==> config.mk <==
export PLATFORM = sky130hd
export DESIGN_NAME = cnn_layer_accel_pfb_row_sequencer
export DESIGN_NICKNAME = d
export VERILOG_FILES = /design/src/rtl/cnn_layer_accel_pkg.sv /design/src/rtl/cnn_layer_accel_pfb_row_sequencer.sv
export SDC_FILE = /design/constraint.sdc
export NUM_CORES = 1
export LEC_CHECK = 0
export CAP_MARGIN = 30
export CORE_MARGIN = 2
export CORE_UTILIZATION = 50
export CTS_BUF_LIST = sky130_fd_sc_hd__clkbuf_8
export CTS_CLUSTER_DIAMETER = 50
export DETAILED_ROUTE_END_ITERATION = 10
export PLACE_DENSITY = 0.88
export REMOVE_ABC_BUFFERS = 1
export SLEW_MARGIN = 20
export SYNTH_ARGS = -nofsm -noshare
export SYNTH_HDL_FRONTEND = slang
export SYNTH_SLANG_ARGS = --single-unit
==> constraint.sdc <==
create_clock -name clk -period 3.62 [get_ports clk]
set_clock_uncertainty 0.2 [all_clocks]
set_input_delay 0.724 -clock clk [delete_from_list [all_inputs] [get_ports clk]]
set_output_delay 0.724 -clock clk [all_outputs]
set_load 0.005 [all_outputs]
==> src/rtl/cnn_layer_accel_pkg.sv <==
// Shared state encoding and sizing helpers for the CE front end.
package cnn_layer_accel_pkg;

   typedef enum logic [5:0] {
      ST_IDLE               = 6'b000001,
      ST_AWE_CE_PRIM_BUFFER = 6'b000010,
      ST_WAIT_PFB_LOAD      = 6'b000100,
      ST_AWE_CE_ACTIVE      = 6'b001000,
      ST_WAIT_JOB_DONE      = 6'b010000,
      ST_SEND_COMPLETE      = 6'b100000
   } seq_state_t;

   localparam int C_DEF_PIXEL_WIDTH = 16;
   localparam int C_DEF_MAX_COLS    = 512;

   function automatic int cw_of(input int max_cols);
      return $clog2(max_cols);
   endfunction

endpackage

==> src/rtl/cnn_layer_accel_pfb_row_sequencer.sv <==
// Row-by-row job sequencer feeding the CE prefetch buffer:
// fetches each source row into the PFB, then streams it out by column.
module cnn_layer_accel_pfb_row_sequencer
   import cnn_layer_accel_pkg::*;
#(
   parameter int  C_PIXEL_WIDTH = C_DEF_PIXEL_WIDTH,
   parameter int  C_MAX_COLS    = C_DEF_MAX_COLS,
   localparam int C_CW          = cw_of(C_MAX_COLS)
) (
   input  logic                     clk,
   input  logic                     rst,
   input  logic                     job_start,
   input  logic [C_CW-1:0]          num_cols,
   input  logic [C_CW-1:0]          num_rows,
   input  logic [C_CW-1:0]          src_cols,
   output logic                     fetch_req,
   output logic [C_CW-1:0]          fetch_row,
   input  logic                     fetch_gnt,
   input  logic [C_PIXEL_WIDTH-1:0] mem_dout,
   input  logic                     mem_dout_vld,
   output logic [C_PIXEL_WIDTH-1:0] pfb_din,
   output logic                     pfb_wr_en,
   output logic                     pfb_rd_en,
   input  logic                     ce_rdy,
   output logic [C_CW-1:0]          input_row,
   output logic [C_CW-1:0]          input_col,
   output logic                     next_row,
   output logic                     rst_addr,
   output logic                     job_fetch_ack,
   input  logic                     cncl_fetch_req,
   input  logic                     ce_done,
   output logic                     job_complete_ack,
   output logic [5:0]               state
);

   seq_state_t      cur;
   seq_state_t      nxt;
   logic            entry;
   logic            load_done;
   logic            wr_gate;
   logic [C_CW-1:0] wr_cnt;

   assign state = cur;

   // Words are only accepted while a granted fetch is in flight.
   assign wr_gate = (cur == ST_WAIT_PFB_LOAD && !load_done)
                  || (fetch_req && fetch_gnt);

   always_comb begin
      nxt              = cur;
      fetch_req        = 1'b0;
      job_fetch_ack    = 1'b0;
      rst_addr         = 1'b0;
      pfb_rd_en        = 1'b0;
      next_row         = 1'b0;
      job_complete_ack = 1'b0;
      load_done        = 1'b0;
      unique case (cur)
         ST_IDLE: begin
            if (job_start)
               nxt = ST_AWE_CE_PRIM_BUFFER;
         end
         ST_AWE_CE_PRIM_BUFFER: begin
            if (entry) begin
               job_fetch_ack = 1'b1;
               if (cncl_fetch_req)
                  nxt = ST_AWE_CE_ACTIVE;
            end else begin
               fetch_req = 1'b1;
               if (fetch_gnt)
                  nxt = ST_WAIT_PFB_LOAD;
            end
         end
         ST_WAIT_PFB_LOAD: begin
            if (pfb_wr_en && wr_cnt == src_cols) begin
               load_done = 1'b1;
               nxt       = ST_AWE_CE_ACTIVE;
            end
         end
         ST_AWE_CE_ACTIVE: begin
            if (entry) begin
               rst_addr = 1'b1;
            end else begin
               pfb_rd_en = ce_rdy;
               if (ce_rdy && input_col == num_cols) begin
                  next_row = 1'b1;
                  if (input_row == num_rows)
                     nxt = ST_WAIT_JOB_DONE;
                  else
                     nxt = ST_AWE_CE_PRIM_BUFFER;
               end
            end
         end
         ST_WAIT_JOB_DONE: begin
            if (ce_done)
               nxt = ST_SEND_COMPLETE;
         end
         ST_SEND_COMPLETE: begin
            job_complete_ack = 1'b1;
            nxt              = ST_IDLE;
         end
         default: nxt = ST_IDLE;
      endcase
   end

   always_ff @(posedge clk) begin
      if (rst) begin
         cur       <= ST_IDLE;
         entry     <= 1'b0;
         wr_cnt    <= '0;
         fetch_row <= '0;
         input_row <= '0;
         input_col <= '0;
         pfb_din   <= '0;
         pfb_wr_en <= 1'b0;
      end else begin
         cur       <= nxt;
         entry     <= (nxt != cur);
         pfb_din   <= mem_dout;
         pfb_wr_en <= mem_dout_vld && wr_gate;
         if (fetch_req && fetch_gnt)
            wr_cnt <= '0;
         else if (cur == ST_WAIT_PFB_LOAD && pfb_wr_en)
            wr_cnt <= wr_cnt + 1'b1;
         if (cur == ST_IDLE) begin
            fetch_row <= '0;
            input_row <= '0;
            input_col <= '0;
         end else begin
            if (load_done && fetch_row != num_rows)
               fetch_row <= fetch_row + 1'b1;
            if (pfb_rd_en)
               input_col <= next_row ? {C_CW{1'b0}}
                                     : input_col + 1'b1;
            if (next_row && input_row != num_rows)
               input_row <= input_row + 1'b1;
         end
      end
   end

endmodule

==> results.ini, run 1 <==
[pwr]
p_per_area_mw_per_mm2=347
total_power_mw=1.52
peakVddDrop_uv=287
p_leak_nw=1.47

[floorplanning]
dieWidth_um=81.7
io_pins=107
die-area_mm2=0.00667
start_util_pct=51.3
die_y_um=81.7
coreArea_mm2=0.00589
placementRows=28

[critical_path]
r2r-end=fetch_row[4]
cp_data_required_time_ps=2700
critPathMaxFanout=2
endpoint=next_row
r2r_setup_slack_ps=840
crit_type=input port to output pin
worstRegToRegCells=5
startpoint_type=input port
worstSetupStartpoint=num_cols[6]
arrival_ps=2520
r2r_start=state[2]
endpoint_kind=output pin

[timing]
rsz0062_at_grt=false
setup_viol=0
period_minus_slack_ps=3440
worst_pin_slew_ps=551
slew_headroom_pct=63.1
hold_viol=0
fin_tns_setup_ps=0
finalCritPeriodShare_pct=95.1
timing.fmax_mhz=290
drv_slew=0

[synth]
synth_area_leaders=dfxtp_1 40%, xnor2_1 11%, xor2_1 4.4%
syn-instance-count=343
ys_ff_latch=60
synth_ff_type=dfxtp_1
async_reset_ff_share_pct=0
synth_warnings=0
avgSynthCellArea_um2=8.79
ys_seq_area_share_pct=39.8
synth.distinct_cells=42
synth_top_area_share_pct=39.8
syn-cell-area_mm2=0.00302
synth_top_area_cell=dfxtp_1
synth_edf_count=0

[min_path]
hold_start=input_row[4]
min_path_type=register to register

[detailed_routing]
drtAntennaViolNets=0
detail_route.first_pass.iterations=4
drc=0
totalWireLength_mm=7.97
drt_iter0_markers=149
routedWlPerCell_um=15.0
routed-via-count=2936
via_per_inst=5.53

[global_route]
grt.overflow.total=0
grt_max_degree=21
grt_pass1_wl_mm=13.0
grt_pass1_vias=2843
antenna_found_initial=0
grt_use_total_pct=25.6

[clock_tree]
root_buffer=clkbuf_8
cts_buffers=9
clk_path_buf_depth=2
cts_tree=built
cts_resized=0
cts_setup_buffers=0
insertion_delay_ps=340
clkTransAtPathRegs_ps=70
htreeDepth=3
postCtsHoldBufs=0
cts.sinks=60

[layout]
areaGrowthSynthToFinish_pct=45.4
antenna_cells=0
drive_gt1_share_pct=6.36
nNetsFinal=507
nFillCells=419

[run]
maxCapViolations=0

[placement]
place_congestion=0.798
place.detailed.hpwl_mm=5.98
portBuffers=106

[run_status]
status=finished clean

stage by stage:
stage	instances	setup WS (ps)	hold slack, ps	utilization, %	instance area (µm²)
after detailed placement	516	168	306	70.7	4160
after CTS	531	163	323	74.5	4390
after global routing	531	81.6	355	74.5	4390
after floorplan	330	840	283	-	2960
final	531	176	318	74.5	4390
after global placement	516	180	294	70.7	4160
placed cells by master (no fill, tap or decap), types with 5 or more instances in the layout:
cell / n
nor3_1: 9
or4_1: 13
nor2b_1: 19
a21oi_1: 23
and4_1: 6
clkbuf_8: 11
buf_4: 5
inv_1: 9
nand4_1: 16
clkdlybuf4s50_1: 106
or3_1: 5
nand2_1: 21
dfxtp_1: 60
o21ai_0: 8
xor2_1: 15
and3_1: 7
o31ai_1: 12
xnor2_1: 37
nand3_1: 16
nor2_1: 20
Yosys cell counts (all sizes together), types with 6 or more instances:
cell type and number:
and3 7, nor2 20, inv 9, xor2 15
clkbuf 10, xnor2 37, a21oi 23, and4 6
dfxtp 60, or4 14, nand2 22, o31ai 12
o21ai 8, nor2b 19, nand3 16, nor3 10
nand4 16
where the power goes:
part	total, mW	internal [mW]	switching, mW
Combinational	0.165	0.100	0.0652
Sequential	0.684	0.674	0.0101
Clock	0.674	0.420	0.254
Total	1.52	1.19	0.329
cells by family after synthesis:
logic type,synth area share [%]
compound gates,9.13
buf+inv,3.11
fa+ha+maj,1.66
flops,39.8
mux,0.995
xor+xnor,15.1
simple gates,30.2
cell type report:
type	count	area (µm²)	share of cell area [%]
clock inverters	4	72.6	1.65
flip-flops and latches	60	1200	27.4
multi-input cells	261	1730	39.5
clock buffers	11	151	3.45
well taps	75	93.8	2.14
inverters	9	33.8	0.770
repair buffers	111	1100	25.0
flip-flops by register name (all words and copies together), names as in the netlist:
| name | flops |
|---|---|
| state | 6 |
| pfb_din | 16 |
| input_row | 9 |
| fetch_row | 9 |
| pfb_wr_en | 1 |
| entry | 1 |
| wr_cnt | 9 |
| input_col | 9 |
worst min-delay path by stage:
stage                     slack [ps]           end  cells after the start
final                            320  input_row[4]                      2
after floorplan                  280  fetch_row[8]                      2
after CTS                        320  input_row[4]                      2
after global placement           290  fetch_row[8]                      2
after global routing             360  fetch_row[8]                      2
after detailed placement         310  fetch_row[8]                      2
worst max-delay path, stage by stage:
cell and delay [ps]:
clkdlybuf4s50_1 480, xnor2_1 140, nand4_1 120, or4_4 500, inv_1 60, clkdlybuf4s50_1 490
metal layers:
layer  GRT usage, %  vias to the layer above  wire [µm]  part of all wire [%]
met5              0                        -          0                     0
met4           9.00                        0        193                   2.4
met3           10.9                       20        727                   9.1
met2           44.8                      131       4000                    50
met1           27.5                     1351       3050                    38
li1               -                     1434          -                     -
Power figures use the tool's default switching activity.
==> run 2: changes to the inputs <==
Settings changed: CAP_MARGIN 30 to 20, CORE_MARGIN 2 to 3.
==> run 2 against run 1 <==
  * Die area grew 5.0%
  * Global-route usage shrank 1.3 points
  * Setup slack lost 72 ps
  * Flip-flop and latch count is the same
  * Non-clock buffer count is the same
  * Critical path type unchanged
  * Highest routed layer unchanged
==> results.ini, run 2 (same netlist as run 1, synthesis figures left out) <==
[timing]
worst_pin_slew_ps=603  ; +51.4 ps
setup_viol=0  ; unchanged
slew_headroom_pct=59.7  ; -3.4 points
holdWs_ps=315  ; -3.23 ps
fin_tns_setup_ps=0  ; unchanged
setup_ws_ps=104  ; -71.6 ps
timing.fmax_mhz=284  ; -2.0%
hold_viol=0  ; unchanged
rsz0062_at_grt=false
period_minus_slack_ps=3520  ; +71.6 ps
drv_slew=0  ; unchanged
finalCritPeriodShare_pct=97.1  ; +2.0 points

[layout]
layoutNonFillerInstCount=529  ; -0.38%
multiInputGateArea_mm2=0.00173  ; unchanged
top_register=pfb_din
antenna_cells=0  ; unchanged
layout_common_cells=106 x clkdlybuf4s50_1, 60 x dfxtp_1, 37 x xnor2_1
layout_commonest_cell=clkdlybuf4s50_1
drive_gt1_share_pct=6.56  ; +0.20 points
largest_reg_flops=16  ; unchanged
nFillCells=414  ; -1.2%
areaGrowthSynthToFinish_pct=45.6
nNetsFinal=507  ; unchanged
register_area_mm2=0.00120  ; unchanged

[clock_tree]
cts_buffers=9  ; unchanged
clk_path_buf_depth=2  ; unchanged
cts.sinks=60  ; unchanged
insertion_delay_ps=340  ; about the same
postCtsHoldBufs=0  ; unchanged
htreeDepth=3  ; unchanged
cts_tree=built
clkTransAtPathRegs_ps=70  ; about the same
cts_setup_buffers=0  ; unchanged
cts_resized=0  ; unchanged
root_buffer=clkbuf_8

[global_route]
grt_pass1_vias=2945  ; +3.6%
grt.overflow.total=0  ; unchanged
use_met3_pct=9.87  ; -1.0 points
grt_use_total_pct=24.3  ; -1.3 points
grt_pass1_wl_mm=13.8  ; +6.2%
grt_util_met2_pct=43.4  ; -1.5 points
antenna_found_initial=0  ; unchanged
grtUsageMet1_pct=26.4  ; -1.1 points
grt_max_degree=21  ; unchanged
busiest_layer=met2

[detailed_routing]
drtAntennaViolNets=0  ; unchanged
totalWireLength_mm=8.26  ; +3.5%
detail_route.first_pass.iterations=4  ; unchanged
routedWlPerCell_um=15.6  ; +3.9%
routed-via-count=2966  ; +1.0%
via_per_inst=5.61  ; +1.4%
drc=0  ; unchanged
drt_iter0_markers=124  ; -17%

[floorplanning]
io_pins=107  ; unchanged
dieWidth_um=83.7  ; +2.4%
die-area_mm2=0.00700  ; +5.0%
start_util_pct=53.2  ; +1.9 points
die_y_um=83.7  ; +2.4%
placementRows=27  ; -3.6%
coreArea_mm2=0.00568  ; -3.6%

[placement]
dp_slack_ps=90.4  ; -77.7 ps
portBuffers=106  ; unchanged
placedCellCount=513  ; -0.58%
place_congestion=0.883  ; +11%
place.detailed.hpwl_mm=6.22  ; +4.1%

[critical_path]
cp_slowest_stage_delay_ps=550  ; +50 ps
crit_type=input port to output pin
arrival_ps=2590  ; +70 ps
path_buf_inv=3  ; unchanged
startpoint_type=input port
cpMostUsedCell=clkdlybuf4s50_1
critPathMaxFanout=2  ; unchanged
critPathTopFamily=buffers and inverters
endpoint_kind=output pin
slowest_stage=or4_4
r2r_setup_slack_ps=790  ; -50 ps
critical_path.cell_chain=clkdlybuf4s50_1 -> xnor2_1 -> nand4_1 -> or4_4 -> inv_1 -> clkdlybuf4s50_1
cp_data_required_time_ps=2700  ; about the same

[pwr]
p_leak_nw=1.49  ; +0.74%
peakVddDrop_uv=320  ; +12%
p_per_area_mw_per_mm2=353  ; +1.7%
total_power_mw=1.55  ; +1.9%

[run_status]
status=finished clean

[run]
maxCapViolations=0  ; unchanged

[min_path]
min_path_type=register to register

==> run 2: worst register-to-register path, stage by stage (launching register included) <==
cell,delay (ps)
dfxtp_1,520
nor3b_1,420
and2_1,270
nand4_1,510
or4_1,680
a21oi_1,160
==> run 2: cell type report <==
cell class,instances,share of cell area (%)
multi-input combinational,261,39.5
inverter,9,0.769
clock inverter,4,1.59
clock buffer,12,3.76
timing repair buffer,111,25.0
sequential,60,27.3
tap,72,2.05
==> run 2: metal layers <==
layer / wire [µm] / share of wire (%) / up-vias
li1: - / - / 1439
met1: 3190 / 39 / 1395
met2: 4230 / 51 / 118
met3: 706 / 8.6 / 14
met4: 122 / 1.5 / 0
met5: 0 / 0 / -
==> run 2: power by group <==
| part | leakage (nW) | internal (mW) | switching (mW) | total [mW] |
|---|---|---|---|---|
| Combinational | 0.874 | 0.100 | 0.0647 | 0.165 |
| Sequential | 0.488 | 0.674 | 0.0112 | 0.685 |
| Clock | 0.122 | 0.442 | 0.260 | 0.702 |
==> run 2: worst paths after layout <==
path,startpoint,endpoint,depth (start not counted)
worst max register to register,state[2],fetch_row[4],5
worst min register to register,input_row[8],input_row[8],2
worst min-delay path,input_row[8],input_row[8],2
worst max-delay path,num_cols[3],next_row,6
==> run 2: metrics by stage <==
step	utilization, %	area, µm²
after floorplan	-	2960
after global placement	73.3	4160
after detailed placement	73.3	4160
after CTS	77.4	4390
after global routing	77.4	4390
final	77.4	4390
